File: src/rtl/goldschmidt_sched_pkg.sv
// ---------------------------------------------------------------------------
// gs_pkg -- shared types and constants for the Goldschmidt divider scheduler.
//
// Contents:
//   state_t    : scheduler states (IDLE, RUN, DONE)
//   K0         : initial reciprocal estimate 0.75, Q1.28 fixed point
//   step_t     : RUN step counter type, wide enough for 2*ITER_MAX+1
//   last_step(): index of the final RUN step for a given iteration count
//
// Optional feature macro used by the files importing this package:
//   GS_DIVZERO_EN -- divide-by-zero short-cut with rsp_dz flag
// ---------------------------------------------------------------------------
package gs_pkg;

    typedef enum logic [1:0] {
        ST_IDLE = 2'd0,
        ST_RUN  = 2'd1,
        ST_DONE = 2'd2
    } state_t;

    // 0.75 with 28 fractional bits
    localparam int          K0_FRAC_BITS = 28;
    localparam logic [28:0] K0           = 29'h0C00_0000;

    localparam int ITER_MAX = 7;
    // Steps run 0..2*ITER+1, so the counter must hold 2*ITER_MAX+1 = 15.
    localparam int STEP_W   = $clog2(2 * ITER_MAX + 2);

    typedef logic [STEP_W-1:0] step_t;

    function automatic step_t last_step(input int iter);
        return step_t'(2 * iter + 1);
    endfunction

endpackage

File: src/rtl/goldschmidt_sched_if.sv
// ---------------------------------------------------------------------------
// goldschmidt_sched_if -- bundle of all handshake / datapath signals of the
// Goldschmidt scheduler.
//
// Signals:
//   a_valid/a_ready/a_num/a_den : requester A
//   b_valid/b_ready/b_num/b_den : requester B
//   dp_mode/dp_stage/dp_num/dp_den/dp_quot : datapath control and operands
//   rsp_valid/rsp_ready/rsp_quot/rsp_id    : response channel (id 0=A, 1=B)
//   rsp_dz : divide-by-zero flag, present only with GS_DIVZERO_EN defined
//
// Modports:
//   slave  : the scheduler side
//   master : requesters / datapath / response consumer side
// ---------------------------------------------------------------------------
interface goldschmidt_sched_if #(
    parameter int WIDTH = 29
);
    logic             a_valid;
    logic             a_ready;
    logic [WIDTH-1:0] a_num;
    logic [WIDTH-1:0] a_den;

    logic             b_valid;
    logic             b_ready;
    logic [WIDTH-1:0] b_num;
    logic [WIDTH-1:0] b_den;

    logic             dp_mode;
    logic             dp_stage;
    logic [WIDTH-1:0] dp_num;
    logic [WIDTH-1:0] dp_den;
    logic [WIDTH-1:0] dp_quot;

    logic             rsp_valid;
    logic             rsp_ready;
    logic [WIDTH-1:0] rsp_quot;
    logic             rsp_id;
`ifdef GS_DIVZERO_EN
    logic             rsp_dz;
`endif

    modport slave (
        input  a_valid, a_num, a_den,
        input  b_valid, b_num, b_den,
        input  dp_quot, rsp_ready,
        output a_ready, b_ready,
        output dp_mode, dp_stage, dp_num, dp_den,
        output rsp_valid, rsp_quot, rsp_id
`ifdef GS_DIVZERO_EN
        , output rsp_dz
`endif
    );

    modport master (
        output a_valid, a_num, a_den,
        output b_valid, b_num, b_den,
        output dp_quot, rsp_ready,
        input  a_ready, b_ready,
        input  dp_mode, dp_stage, dp_num, dp_den,
        input  rsp_valid, rsp_quot, rsp_id
`ifdef GS_DIVZERO_EN
        , input rsp_dz
`endif
    );

endinterface

File: src/rtl/goldschmidt_sched_rr_arb2.sv
// ---------------------------------------------------------------------------
// rr_arb2 -- two-way round-robin arbiter.
//
// Ports:
//   clk, reset : clock, asynchronous active-high reset
//   req[1:0]   : request vector (bit 0 = A, bit 1 = B)
//   advance    : a grant was consumed this cycle; hand favour to the loser
//   gnt[1:0]   : one-hot grant (zero when no request)
// ---------------------------------------------------------------------------
module rr_arb2 (
    input  logic       clk,
    input  logic       reset,
    input  logic [1:0] req,
    input  logic       advance,
    output logic [1:0] gnt
);

    // 0 = A favoured, 1 = B favoured
    logic favour_reg;

    // A lone requester always wins; favour only breaks ties.
    assign gnt = (req == 2'b11) ? (favour_reg ? 2'b10 : 2'b01) : req;

    always_ff @(posedge clk or posedge reset) begin
        if (reset) begin
            favour_reg <= 1'b0;
        end else if (advance) begin
            // If A was served, B is favoured next, and vice versa.
            favour_reg <= gnt[0];
        end
    end

endmodule

File: src/rtl/goldschmidt_sched.sv
// ---------------------------------------------------------------------------
// goldschmidt_sched -- sequences one Goldschmidt division at a time for two
// requesters, driving the datapath mode/stage for 2*ITER+2 cycles and then
// presenting the captured quotient on the response channel.
//
// Parameters:
//   WIDTH : operand / quotient width (default 29)
//   ITER  : refinement iterations, 1..7 (default 5)
//
// Ports:
//   clk   : clock
//   reset : asynchronous active-high reset
//   bus   : goldschmidt_sched_if.slave (requesters A/B, datapath, response)
//
// Optional feature: define GS_DIVZERO_EN to short-cut den==0 requests straight
// to DONE with an all-ones quotient and rsp_dz=1.
// ---------------------------------------------------------------------------
module goldschmidt_sched
    import gs_pkg::*;
#(
    parameter int WIDTH = 29,
    parameter int ITER  = 5
) (
    input  logic                clk,
    input  logic                reset,
    goldschmidt_sched_if.slave  bus
);

    localparam step_t LAST = last_step(ITER);

    state_t           state_reg;
    step_t            step_reg;
    logic             dp_mode_reg;
    logic             dp_stage_reg;
    logic [WIDTH-1:0] dp_num_reg;
    logic [WIDTH-1:0] dp_den_reg;
    logic             rsp_valid_reg;
    logic [WIDTH-1:0] rsp_quot_reg;
    logic             rsp_id_reg;
`ifdef GS_DIVZERO_EN
    logic             rsp_dz_reg;
`endif

    logic [1:0]       req;
    logic [1:0]       gnt;
    logic             accept;
    logic             sel_b;
    logic [WIDTH-1:0] acc_num;
    logic [WIDTH-1:0] acc_den;
    step_t            step_next;

    // Requests are only presented to the arbiter in IDLE, so ready is low
    // (and the requester simply waits) during RUN and DONE.
    assign req = (state_reg == ST_IDLE) ? {bus.b_valid, bus.a_valid} : 2'b00;

    rr_arb2 u_arb (
        .clk     (clk),
        .reset   (reset),
        .req     (req),
        .advance (accept),
        .gnt     (gnt)
    );

    assign bus.a_ready = gnt[0];
    assign bus.b_ready = gnt[1];
    assign accept      = |gnt;
    assign sel_b       = gnt[1];
    assign acc_num     = sel_b ? bus.b_num : bus.a_num;
    assign acc_den     = sel_b ? bus.b_den : bus.a_den;
    assign step_next   = step_reg + step_t'(1);

    always_ff @(posedge clk or posedge reset) begin
        if (reset) begin
            state_reg     <= ST_IDLE;
            step_reg      <= '0;
            dp_mode_reg   <= 1'b0;
            dp_stage_reg  <= 1'b0;
            dp_num_reg    <= '0;
            dp_den_reg    <= '0;
            rsp_valid_reg <= 1'b0;
            rsp_quot_reg  <= '0;
            rsp_id_reg    <= 1'b0;
`ifdef GS_DIVZERO_EN
            rsp_dz_reg    <= 1'b0;
`endif
        end else begin
            case (state_reg)
                ST_IDLE: begin
                    if (accept) begin
                        dp_num_reg   <= acc_num;
                        dp_den_reg   <= acc_den;
                        rsp_id_reg   <= sel_b;
                        step_reg     <= '0;
                        // Step 0 drives mode=0, stage=0.
                        dp_mode_reg  <= 1'b0;
                        dp_stage_reg <= 1'b0;
`ifdef GS_DIVZERO_EN
                        if (acc_den == '0) begin
                            state_reg     <= ST_DONE;
                            rsp_valid_reg <= 1'b1;
                            rsp_quot_reg  <= '1;
                            rsp_dz_reg    <= 1'b1;
                        end else begin
                            state_reg     <= ST_RUN;
                            rsp_dz_reg    <= 1'b0;
                        end
`else
                        state_reg    <= ST_RUN;
`endif
                    end
                end

                ST_RUN: begin
                    if (step_reg == LAST) begin
                        state_reg     <= ST_DONE;
                        rsp_valid_reg <= 1'b1;
                        rsp_quot_reg  <= bus.dp_quot;
                        dp_mode_reg   <= 1'b0;
                        dp_stage_reg  <= 1'b0;
                    end else begin
                        step_reg      <= step_next;
                        // Registered look-ahead: outputs reflect the step
                        // that is current after this edge.
                        dp_mode_reg   <= (step_next >= step_t'(2));
                        dp_stage_reg  <= step_next[0];
                    end
                end

                ST_DONE: begin
                    if (bus.rsp_ready) begin
                        state_reg     <= ST_IDLE;
                        rsp_valid_reg <= 1'b0;
                    end
                end

                default: begin
                    state_reg <= ST_IDLE;
                end
            endcase
        end
    end

    assign bus.dp_mode   = dp_mode_reg;
    assign bus.dp_stage  = dp_stage_reg;
    assign bus.dp_num    = dp_num_reg;
    assign bus.dp_den    = dp_den_reg;
    assign bus.rsp_valid = rsp_valid_reg;
    assign bus.rsp_quot  = rsp_quot_reg;
    assign bus.rsp_id    = rsp_id_reg;
`ifdef GS_DIVZERO_EN
    assign bus.rsp_dz    = rsp_dz_reg;
`endif

endmodule
File: src/flat_wrapper.sv
// flat-port wrapper written by rule: the top's interface ports become plain ports
module goldschmidt_sched_flat import gs_pkg::*;
#(
    parameter int WIDTH = 29,
    parameter int ITER  = 5
)
  (clk, reset, bus_a_valid, bus_a_num, bus_a_den, bus_b_valid, bus_b_num, bus_b_den, bus_dp_quot, bus_rsp_ready, bus_a_ready, bus_b_ready, bus_dp_mode, bus_dp_stage, bus_dp_num, bus_dp_den, bus_rsp_valid, bus_rsp_quot, bus_rsp_id);
  goldschmidt_sched_if #(.WIDTH(WIDTH)) bus_i ();
  input  logic clk;
  input  logic reset;
  input wire logic [$bits(bus_i.a_valid)-1:0] bus_a_valid;
  input wire logic [$bits(bus_i.a_num)-1:0] bus_a_num;
  input wire logic [$bits(bus_i.a_den)-1:0] bus_a_den;
  input wire logic [$bits(bus_i.b_valid)-1:0] bus_b_valid;
  input wire logic [$bits(bus_i.b_num)-1:0] bus_b_num;
  input wire logic [$bits(bus_i.b_den)-1:0] bus_b_den;
  input wire logic [$bits(bus_i.dp_quot)-1:0] bus_dp_quot;
  input wire logic [$bits(bus_i.rsp_ready)-1:0] bus_rsp_ready;
  output wire logic [$bits(bus_i.a_ready)-1:0] bus_a_ready;
  output wire logic [$bits(bus_i.b_ready)-1:0] bus_b_ready;
  output wire logic [$bits(bus_i.dp_mode)-1:0] bus_dp_mode;
  output wire logic [$bits(bus_i.dp_stage)-1:0] bus_dp_stage;
  output wire logic [$bits(bus_i.dp_num)-1:0] bus_dp_num;
  output wire logic [$bits(bus_i.dp_den)-1:0] bus_dp_den;
  output wire logic [$bits(bus_i.rsp_valid)-1:0] bus_rsp_valid;
  output wire logic [$bits(bus_i.rsp_quot)-1:0] bus_rsp_quot;
  output wire logic [$bits(bus_i.rsp_id)-1:0] bus_rsp_id;
  assign bus_i.a_valid = bus_a_valid;
  assign bus_i.a_num = bus_a_num;
  assign bus_i.a_den = bus_a_den;
  assign bus_i.b_valid = bus_b_valid;
  assign bus_i.b_num = bus_b_num;
  assign bus_i.b_den = bus_b_den;
  assign bus_i.dp_quot = bus_dp_quot;
  assign bus_i.rsp_ready = bus_rsp_ready;
  assign bus_a_ready = bus_i.a_ready;
  assign bus_b_ready = bus_i.b_ready;
  assign bus_dp_mode = bus_i.dp_mode;
  assign bus_dp_stage = bus_i.dp_stage;
  assign bus_dp_num = bus_i.dp_num;
  assign bus_dp_den = bus_i.dp_den;
  assign bus_rsp_valid = bus_i.rsp_valid;
  assign bus_rsp_quot = bus_i.rsp_quot;
  assign bus_rsp_id = bus_i.rsp_id;
  goldschmidt_sched #(.WIDTH(WIDTH), .ITER(ITER)) u_core (.clk(clk), .reset(reset), .bus(bus_i));
endmodule
File: config.mk
export PLATFORM = sky130hd
export DESIGN_NAME = goldschmidt_sched_flat
export DESIGN_NICKNAME = d
export VERILOG_FILES = /design/src/rtl/goldschmidt_sched_pkg.sv /design/src/rtl/goldschmidt_sched_if.sv /design/src/rtl/goldschmidt_sched_rr_arb2.sv /design/src/rtl/goldschmidt_sched.sv /design/src/flat_wrapper.sv
export SDC_FILE = /design/constraint.sdc
export NUM_CORES = 1
export LEC_CHECK = 0
export ABC_CLOCK_PERIOD_IN_PS = 3500
export BUFFER_PORTS_ARGS = -buffer_cell sky130_fd_sc_hd__buf_4
export CAP_MARGIN = 20
export CORE_AREA = 5 5 110 112
export DETAILED_ROUTE_END_ITERATION = 8
export DIE_AREA = 0 0 115 117
export GPL_TIMING_DRIVEN = 0
export PLACE_DENSITY = 0.79
export SLEW_MARGIN = 10
export SYNTH_ARGS = -nofsm -noshare
export SYNTH_HDL_FRONTEND = slang
export SYNTH_SLANG_ARGS = --single-unit
File: constraint.sdc
create_clock -name clk -period 3.5 [get_ports clk]
set_input_delay 0.35 -clock clk [delete_from_list [all_inputs] [get_ports clk]]
set_output_delay 0.35 -clock clk [all_outputs]
set_load 0.05 [all_outputs]
==> flow_summary_export.csv <==
group,metric,value,unit
clocking,post_cts_buffers,0,
flow_run,cap_violations,0,
clocking,clock_path_buffers,2,
detailed_routing,viasPerCell,5.71,
timing,fmax,0.485,GHz
power,peakVddDrop,0.000616,V
detailed_routing,vias,4913,
timing,fin_skew,0.00852,ns
yosys,yosysUniqueCellTypes,34,
placed_design,placed_cell_area,6980,µm²
timing,tightest_slew,0.725,ns
placed_design,dp.cells,845,
clocking,clkLatencyLatePin,0.34,ns
clocking,numCtsBuffers,9,
cells_and_area,num_antenna_cells,0,
cells_and_area,n_fill_cell,886,
yosys,synthMuxAreaShare,6.99,%
yosys,synth_area_per_cell,10.8,µm²
timing,finalHoldWorstSlack,0.154,ns
die,fp.dieArea,13500,µm²
yosys,synth.cell_area,4960,µm²
placed_design,gp_congestion,0.899,
yosys,async_flop_share,100,%
die,dieWidth,115,µm
yosys,ys_seq_area_share,49.5,%
worst_setup_path,critical_path.startpoint,"u_core.u_arb.favour_reg$_DFFE_PP0P_",
global_route,overflow,0,
power,p_per_area,1060,nW/µm²
timing,maxSlewViolCount,0,
placed_design,hpwl,12400,µm
die,start_util,44.6,%
worst_hold_path,hp-class,"input pin to asynchronous set/reset pin",
detailed_routing,drt_pre_antenna_iters,5,
cells_and_area,multi_input_area,2150,µm²
cells_and_area,fin_nets,865,
yosys,syn-num-nets,612,
detailed_routing,antenna_left,0,
worst_setup_path,startpoint_type,"flop",
cells_and_area,layout_common_cells,"242 x buf_4, 98 x dfrtp_1, 59 x nand3_1",
yosys,syn-instance-count,460,
timing,grt_setup_unrepaired,"no",
power,power.leakage,3.35,nW
worst_setup_path,worstSetupEndpointType,"output pin",
global_route,grt_pass1_vias,5074,
die,die_h,117,µm
yosys,synth_seq_cells,98,
yosys,synth_xor_area_share,0.353,%
timing,setup_viol,0,
detailed_routing,drc_errors,0,
timing,final_hold_viol_count,0,
detailed_routing,wl_per_cell,19.3,µm
die,io_pins,243,
worst_setup_path,path_class,"flop to output pin",
placed_design,io_buffers,241,
detailed_routing,routed_wl,16700,µm
clocking,ctsResizeCount,0,
clocking,clk_pin_slew,0.07,ns
detailed_routing,drt_iter0_markers,358,
yosys,ys.flop_type,"dfrtp_1",
placed_design,pre_cts_slack,1.71,ns
timing,layout_min_cycle_time,2.06,ns
worst_setup_path,required,3.15,ns
die,core-area,11100,µm²
clocking,cts_tree,"built",
cells_and_area,stdcell_area,7280,µm²
yosys,synth_compound_area_share,19.6,%
status,status,"finished clean",
cells_and_area,final_common_cell,"buf_4",
yosys,ys_warn_count,0,
worst_setup_path,worstReg2RegStart,"u_core.step_reg[0]$_DFFE_PP0P_",
global_route,grt_start_max_net_pins,58,
yosys,synthAdderAreaFrac,0.505,%
global_route,grt_pass1_wl,26100,µm
yosys,synth_edf_count,0,
cells_and_area,syn2layout_area_growth,46.9,%
cells_and_area,utilization,65.5,%
cells_and_area,ff_latch_area,2450,µm²
timing,slew-limit-headroom,51.7,%
timing,fin_crit_sh,58.9,%
timing,worst_slack,1.44,ns
cells_and_area,drive_gt1_share,51.0,%
worst_setup_path,cp_max_fo,10,
worst_setup_path,arrival,1.71,ns
clocking,ctsRootBufferMaster,"clkbuf_16",
global_route,grt_usage,24.1,%
clocking,ctsHoldBuffers,0,
clocking,cts.sinks,98,
clocking,cts_max_level,3,
cells_and_area,stdcell_count,861,
global_route,antenna_found_initial,0,
yosys,synth_top_family_by_area,"compound AO/OA/AOI/OAI gates",
yosys,synthSimpleGateAreaFrac,15.9,%
die,rows,39,
## layout make-up
class	instances	area share [%]
multi-input combinational	301	29.5
buffer	57	4.73
tap	143	2.46
sequential	98	33.7
clock inverter	5	0.859
timing repair buffer	242	25.2
clock buffer	11	3.33
inverter	4	0.241
## critical path, stage by stage (launching register included)
cell      delay [ns]
dfrtp_1         0.40
nand2b_1        0.14
buf_2           0.16
and3_1          0.19
buf_6           0.14
buf_6           0.15
buf_4           0.19
## final timing paths
path	end	slack, ns	cells after the start
min	u_core.bus.rsp_quot[22]$_DFFE_PP0P_	0.15	2
max in group asynchronous	u_core.bus.dp_num[12]$_DFFE_PP0P_	2.69	3
min reg2reg	u_core.bus.rsp_id$_DFFE_PP0P_	0.49	1
max	bus_b_ready	1.44	6
max reg2reg	u_core.bus.rsp_quot[22]$_DFFE_PP0P_	1.78	5
min in group clk	u_core.state_reg[1]$_DFFE_PP0P_	0.20	2
## synthesized netlist by cell type (2+ instances only)
master,n,area (µm²)
dfrtp_1,98,2450
buf_2,28,140
mux2_2,29,327
mux2i_1,2,20.0
and3_1,2,12.5
nand3_1,59,295
xor2_1,2,17.5
nand2b_1,2,12.5
buf_6,12,135
a31o_2,2,17.5
o211ai_2,30,375
or2_1,2,12.5
o21ai_1,40,200
nand4_1,58,363
nand3b_1,2,15.0
nor2_2,2,12.5
o211ai_1,31,233
inv_1,4,15.0
a21o_1,4,30.0
o21ai_0,20,100
nand2_1,3,11.3
clkbuf_1,15,56.3
ha_1,2,25.0
## cells by family (layout without fill, tap and decap cells)
group	count (synthesis)	count (layout)
multiplexers	31	31
adder cells (fa/ha/maj)	2	2
AND/OR/NAND/NOR	137	137
flip-flops	98	98
AO/OA/AOI/OAI	129	129
buffers and inverters	61	319
XOR/XNOR	2	2
## routing by layer
metal,global-route usage [%],vias up,share of wire (%)
met4,7.51,0,2.2
met1,32.9,2380,41
li1,-,2260,-
met2,39.4,244,49
met5,0,-,0
met3,4.11,29,8.2
## per-stage QoR
step | total power [W] | setup TNS (ns)
2_1_floorplan | 0.00526 | 0
3_3_place_gp | 0.00663 | -55.38
3_5_place_dp | 0.00673 | 0
4_1_cts | 0.00776 | 0
5_1_grt | 0.00811 | 0
6_report | 0.00772 | 0
## report_power, final
part | switching (W) | total (W) | leakage [nW] | internal, W
registers | 0.000333 | 0.00203 | 1.19 | 0.00170
clock network | 0.000436 | 0.00101 | 0.142 | 0.000578
logic | 0.00312 | 0.00467 | 2.02 | 0.00155
total | 0.00389 | 0.00772 | 3.35 | 0.00383
(Power assumes the default switching activity.)
